--- src/rtl/fifo4_port_ctrl.sv ---
// fifo4_port_ctrl: shares FIFO4 between writers A/B and one reader; FIFO4_PORT_CTRL_RR_EN selects round-robin (else A wins).
// Each op is 3 cycles (decide, strobe, recover); writes stall while full, reads while empty, flush empties FIFO4.
module fifo4_port_ctrl (
  input  logic       clk,
  input  logic       clr,
  input  logic       req_a,
  input  logic       req_b,
  input  logic [3:0] din_a,
  input  logic [3:0] din_b,
  output logic       gnt_a,
  output logic       gnt_b,
  input  logic       rd_req,
  output logic [3:0] rd_data,
  output logic       rd_valid,
  input  logic       flush,
  output logic [3:0] fifo_din,
  output logic       fifo_write,
  output logic       fifo_read,
  output logic       fifo_clr,
  input  logic [3:0] fifo_dout,
  input  logic       fifo_empty,
  input  logic       fifo_full
);
  typedef enum logic [2:0] {IDLE, WR, WR_REC, RD, RD_REC, FLUSH} state_t;

  state_t     state, state_nxt;
  logic       last_wr, last_wr_nxt;
  logic       sel_b, sel_b_nxt;
  logic [3:0] din_nxt;
  logic       wr_elig, rd_elig, go_wr, pick_b;

  assign wr_elig = (req_a | req_b) & ~fifo_full;
  assign rd_elig = rd_req & ~fifo_empty;
  // with both sides eligible, take the opposite of the last completed op
  assign go_wr   = wr_elig & (~rd_elig | ~last_wr);

`ifdef FIFO4_PORT_CTRL_RR_EN
  logic rr_b;
  assign pick_b = req_b & (~req_a | rr_b);

  always_ff @(posedge clk or posedge clr) begin
    if (clr)
      rr_b <= 1'b0;
    else if (state == WR)
      rr_b <= ~sel_b;
  end
`else
  assign pick_b = req_b & ~req_a;
`endif

  always_comb begin
    state_nxt   = state;
    last_wr_nxt = last_wr;
    sel_b_nxt   = sel_b;
    din_nxt     = fifo_din;
    case (state)
      IDLE: begin
        if (go_wr) begin
          state_nxt = WR;
          sel_b_nxt = pick_b;
          din_nxt   = pick_b ? din_b : din_a;
        end else if (rd_elig) begin
          state_nxt = RD;
        end
      end
      WR: begin
        state_nxt   = WR_REC;
        last_wr_nxt = 1'b1;
      end
      RD: begin
        state_nxt   = RD_REC;
        last_wr_nxt = 1'b0;
      end
      default: state_nxt = IDLE;
    endcase
    // flush overrides any decision, including a pending requester latch
    if (flush) begin
      state_nxt = FLUSH;
      sel_b_nxt = sel_b;
      din_nxt   = fifo_din;
    end

    fifo_write = (state == WR);
    gnt_a      = (state == WR) & ~sel_b;
    gnt_b      = (state == WR) & sel_b;
    fifo_read  = (state == RD);
    rd_valid   = (state == RD_REC);
    fifo_clr   = clr | (state == FLUSH);
  end

  always_ff @(posedge clk or posedge clr) begin
    if (clr) begin
      state    <= IDLE;
      last_wr  <= 1'b0;
      sel_b    <= 1'b0;
      fifo_din <= 4'd0;
      rd_data  <= 4'd0;
    end else begin
      state    <= state_nxt;
      last_wr  <= last_wr_nxt;
      sel_b    <= sel_b_nxt;
      fifo_din <= din_nxt;
      if (state == RD && !flush)
        rd_data <= fifo_dout;
    end
  end
endmodule

--- config.mk ---
export PLATFORM = sky130hd
export DESIGN_NAME = fifo4_port_ctrl
export DESIGN_NICKNAME = d
export VERILOG_FILES = /design/src/rtl/fifo4_port_ctrl.sv
export SDC_FILE = /design/constraint.sdc
export NUM_CORES = 1
export LEC_CHECK = 0
export ABC_AREA = 1
export CORE_UTILIZATION = 42
export CTS_BUF_LIST = sky130_fd_sc_hd__clkbuf_4 sky130_fd_sc_hd__clkbuf_8 sky130_fd_sc_hd__clkbuf_16
export CTS_CLUSTER_DIAMETER = 60
export DETAILED_ROUTE_END_ITERATION = 6
export GPL_TIMING_DRIVEN = 1
export PLACE_DENSITY = 0.9
export SLEW_MARGIN = 25
export SYNTH_ARGS = -nofsm -noshare
export SYNTH_HDL_FRONTEND = slang
export SYNTH_SLANG_ARGS = --single-unit
export TNS_END_PERCENT = 1
--- constraint.sdc ---
create_clock -name clk -period 2.19 [get_ports clk]
set_input_delay 0.438 -clock clk [delete_from_list [all_inputs] [get_ports clk]]
set_output_delay 0.438 -clock clk [all_outputs]
set_load 0.01 [all_outputs]
Word level (Yosys, flattened, before mapping)
Index checks and enable logic that the tools add are counted.
{"block": "word_totals", "reg_bits": 13, "mem_bits_rw": 0, "memories": 0, "latch_bits": 0, "rom_bits": 0, "output_inout_bits": 14}
{"block": "op_classes", "n_reduce_logical": 5, "shift": 0, "mux": 6, "eq_ne": 5, "n_bitwise": 16, "n_lt_le_gt_ge": 0, "div_mod_pow": 0, "n_addsub": 0, "mul": 0}
{"op": "two-way mux 3 bit", "count": 3}
{"op": "case mux 3 bit (3 select lines)", "count": 1}
{"op": "inverter 1 bit", "count": 7}
{"op": "bitwise AND 1 bit", "count": 6}
{"op": "equality test 3 bit (second input constant)", "count": 2}
{"op": "two-way mux 4 bit", "count": 1}
{"op": "inequality test 4 bit (second input constant)", "count": 1}
{"op": "equality test 3 x 1 -> 1 bit (second input constant)", "count": 1}
{"op": "equality test 3 x 2 -> 1 bit (second input constant)", "count": 1}
{"op": "zero test 3 bit", "count": 1}
{"op": "OR 1 bit", "count": 3}
{"op": "AND reduction 3 bit", "count": 1}
{"op": "case mux 1 bit (2 select lines)", "count": 1}
{"op": "nonzero test 2 bit", "count": 1}
{"op": "logical AND 1 bit", "count": 1}
{"op": "zero test 1 bit", "count": 1}

Depth between registers and ports, before layout
{"block": "depth", "ltp_word": 8, "mapped_depth": 7, "ltp_nobuf": 7}

Worst setup path after synthesis
Ideal clock, no wire load.
{"block": "synth_timing", "kind": "flip-flop to output port", "startpoint": "register state[2]", "endpoint": "output port gnt_a", "required_time_ns": 1.752, "arrival_time_ns": 0.962, "setup_slack_ns": 0.790, "path_stages_with_launch": 6, "path_cell_list": "dfrtp_1 > inv_2 > nand2_2 > nor2_2 > inv_2 > nor2_1"}
{"block": "synth_between", "elab_chain_cells": 2}
{"element": "from (decl)", "line_no": "26", "source": "state_t state, state_nxt;"}
{"element": "from (signal assigned)", "line_no": "99", "source": "state <= state_nxt;"}
{"element": "equality test 3 x 1 -> 1 bit"}
{"element": "via fifo_write", "line_no": "17", "source": "output logic fifo_write,"}
{"element": "bitwise AND 1 bit", "line_no": "84", "source": "gnt_a = (state == WR) & ~sel_b;"}
{"element": "to (decl)", "line_no": "10", "source": "output logic gnt_a,"}
The timed path passes the listed nets, and every way through them passes these cells.

Final worst setup path
{"block": "layout_timing", "startpoint": "register state[2]", "endpoint": "output port fifo_read"}
{"block": "layout_between", "elab_chain_cells": 1}
{"element": "equality test 3 x 2 -> 1 bit", "line_no": "86", "source": "fifo_read = (state == RD);"}
{"element": "to (decl)", "line_no": "18", "source": "output logic fifo_read,"}
No other way between the ends.

==> flow_summary_export.csv <==
group,metric,value,unit
worst_setup_path,r2r_cells,6,
synthesis,synthTopCellsByCount,"nand2_1 (41), dfrtp_1 (13), inv_1 (7)",
grt,grt_first_pass_wirelength,2.68,mm
synthesis,synth.distinct_cells,18,
worst_setup_path,arrival,1.62,ns
grt,grt_max_degree,14,
floorplan,core,1540,um2
grt,grt_antenna_before_repair,0,
power,p_per_area,647,nW/um2
cts,root_buffer,"clkbuf_4",
drt,drcViolationCount,0,
final_layout,fillers,138,
timing,tns,0,ns
synthesis,syn_area,708,um2
synthesis,synth-edff-count,0,
power,power_leakage,0.577,nW
timing,setup_viol,0,
cts,tritoncts,"done",
drt,initialDrtViolationCount,7,
worst_setup_path,cp_slowest_stage_delay,0.55,ns
floorplan,start_util,45.9,%
power,total_power,713,uW
synthesis,synth_seq_cells,13,
timing,fmax,486,MHz
drt,vias_per_cell,4.68,
final_layout,layoutNonFillerInstCount,149,
cts,clock_latency,0.28,ns
cts,cts_buffer_depth,2,
timing,fin_crit,2.06,ns
timing,final_hold_viol_count,0,
drt,firstDrtPassIters,2,
worst_setup_path,crit_buf_inv,2,
worst_setup_path,crit_required,1.75,ns
placement,dp.cells,145,
hold_path,hold_path_class,"input pin to async pin",
floorplan,die_h,43.1,um
worst_setup_path,crit_path_end_kind,"primary output",
cts,cts_setup_buffers,0,
worst_setup_path,slowest_stage,"clkdlybuf4s50_1",
final_layout,layout.nets,154,
drt,vias,698,
placement,dp_hpwl,1.22,mm
placement,gp_congestion,0.761,
timing,worst_slew_pin_slew,0.211,ns
synthesis,yosysWarningCount,0,
synthesis,synth_top_area_cell,"dfrtp_1",
synthesis,synth_cells,95,
worst_setup_path,cp_max_fo,6,
final_layout,drive_above_1_share,17.3,%
power,peakVddDrop,0.000416,V
synthesis,yosys.area.top_type_share,45.9,%
job,maxCapViolCount,0,
synthesis,avgSynthCellArea,7.45,um2
worst_setup_path,path_class,"flip-flop to primary output",
floorplan,die_area,1850,um2
timing,timing.final.crit_share,94.0,%
cts,clock_sinks,13,
synthesis,yosysMostFrequentCell,"nand2_1",
final_layout,n_antenna_cell,0,
floorplan,die_w,43.1,um
grt,grt_pass1_vias,657,
cts,clk_pin_slew,0.08,ns
grt,gr-usage-all-layers,19.9,%
synthesis,async_reset_ff_share,100,%
timing,slew_headroom,85.9,%
outcome,outcome,"finished clean",
timing,fin_worst_skew,0.00499,ns
worst_setup_path,r2r-end,"fifo_din[3]$_DFFE_PP0P_",
floorplan,ios,34,
synthesis,yosysSeqAreaShare,45.9,%
worst_setup_path,worst_setup_path_start_kind,"flip-flop",
drt,wire_per_inst,10.1,um
grt,overflow,0,
final_layout,syn_to_final_growth,55.7,%
worst_setup_path,cp_top_family,"buffers and inverters",
worst_setup_path,path_cells,"inv_2 > nand2_2 > nor2_4 > clkdlybuf4s50_1",
cts,cts_max_level,1,
cts,cts-buffers-inserted,3,
synthesis,synth_ff_type,"dfrtp_1",
floorplan,fp-row-count,14,
timing,final_max_slew_viol_count,0,
synthesis,ys_top_cells_by_area,"dfrtp_1 (46%), nand2_1 (22%), nand3_1 (4.2%), inv_1 (3.7%), nor2_4 (3.2%)",
placement,io_buffers,33,
drt,wirelength,1.50,mm
worst_setup_path,reg2reg_slack,1.00,ns
worst_setup_path,crit-reg2reg-launch,"state[1]$_DFFE_PP0P_",
synthesis,synth_nets,115,
timing,rsz0062_at_grt,"false",
drt,ant_nets,0,
## state kept, by name, indices dropped and copies added (netlist names)
name and cells:
rd_data 4, state 3, last_wr 1, fifo_din 4, sel_b 1
## what timing repair did
item,in CTS,in global routing
hold buffers,0,0
resized for setup,2,1
setup endpoints to repair,2,1
## metal layers
| metal | global-route usage [%] | wire length, um | vias to the layer above |
|---|---|---|---|
| li1 | - | - | 368 |
| met1 | 23.1 | 613 | 298 |
| met2 | 33.9 | 764 | 27 |
| met3 | 2.55 | 84 | 5 |
| met4 | 12.7 | 38 | 0 |
| met5 | 0 | 0 | - |
## placed cells by master (no fill, tap or decap), drive strengths merged, types with 2 or more instances in the layout
master / synthesis / routed
o21ai: 2 / 2
clkdlybuf4s50: 0 / 31
clkbuf: 0 / 4
nand2: 45 / 45
dfrtp: 13 / 13
inv: 12 / 12
nor2: 10 / 10
nand3: 7 / 7
## kinds of logic after synthesis
kind of cell | synth area share (%)
compound gates | 3.18
buf+inv | 7.07
flops | 45.9
simple gates | 43.8
## tightest hold or removal path, cell delays in order
cell	delay, ns
clkdlybuf4s50_1	0.39
inv_1	0.07
buf_4	0.21
## final cells by class
type | count | area (um2) | area share, %
Sequential cell | 13 | 325 | 29.5
Inverter | 13 | 50.0 | 4.54
Tap cell | 16 | 20.0 | 1.82
Clock buffer | 4 | 30.0 | 2.72
Timing Repair Buffer | 34 | 339 | 30.8
Multi-Input combinational cell | 69 | 338 | 30.6
## per-stage QoR
step / util [%] / setup slack [ns] / instance area, um2 / hold slack (ns)
2_1_floorplan: - / 0.790 / 708 / 0.323
3_3_place_gp: 69.2 / 0.177 / 1070 / 0.456
3_5_place_dp: 69.2 / 0.178 / 1070 / 0.458
4_1_cts: 71.3 / 0.0266 / 1100 / 0.477
5_1_grt: 71.5 / 0.0420 / 1100 / 0.507
6_report: 71.5 / 0.131 / 1100 / 0.475
## where the power goes
part	switching [mW]	internal, mW	leakage [nW]
combinational	0.102	0.135	0.393
sequential	0.0263	0.285	0.165
clock	0.0809	0.0832	0.0184
total	0.210	0.503	0.577
## worst max path at each step
stage               cells after the start                  from         to  slack [ns]
floorplan                               5  state[2]$_DFFE_PP0P_      gnt_a        0.79
global placement                        4                   clr   fifo_clr        0.18
detailed placement                      4                   clr   fifo_clr        0.18
CTS                                     6  state[2]$_DFFE_PP0P_      gnt_b        0.03
global route                            4  state[2]$_DFFE_PP0P_  fifo_read        0.04
finish                                  4  state[2]$_DFFE_PP0P_  fifo_read        0.13
Power figures use the tool's default switching activity.
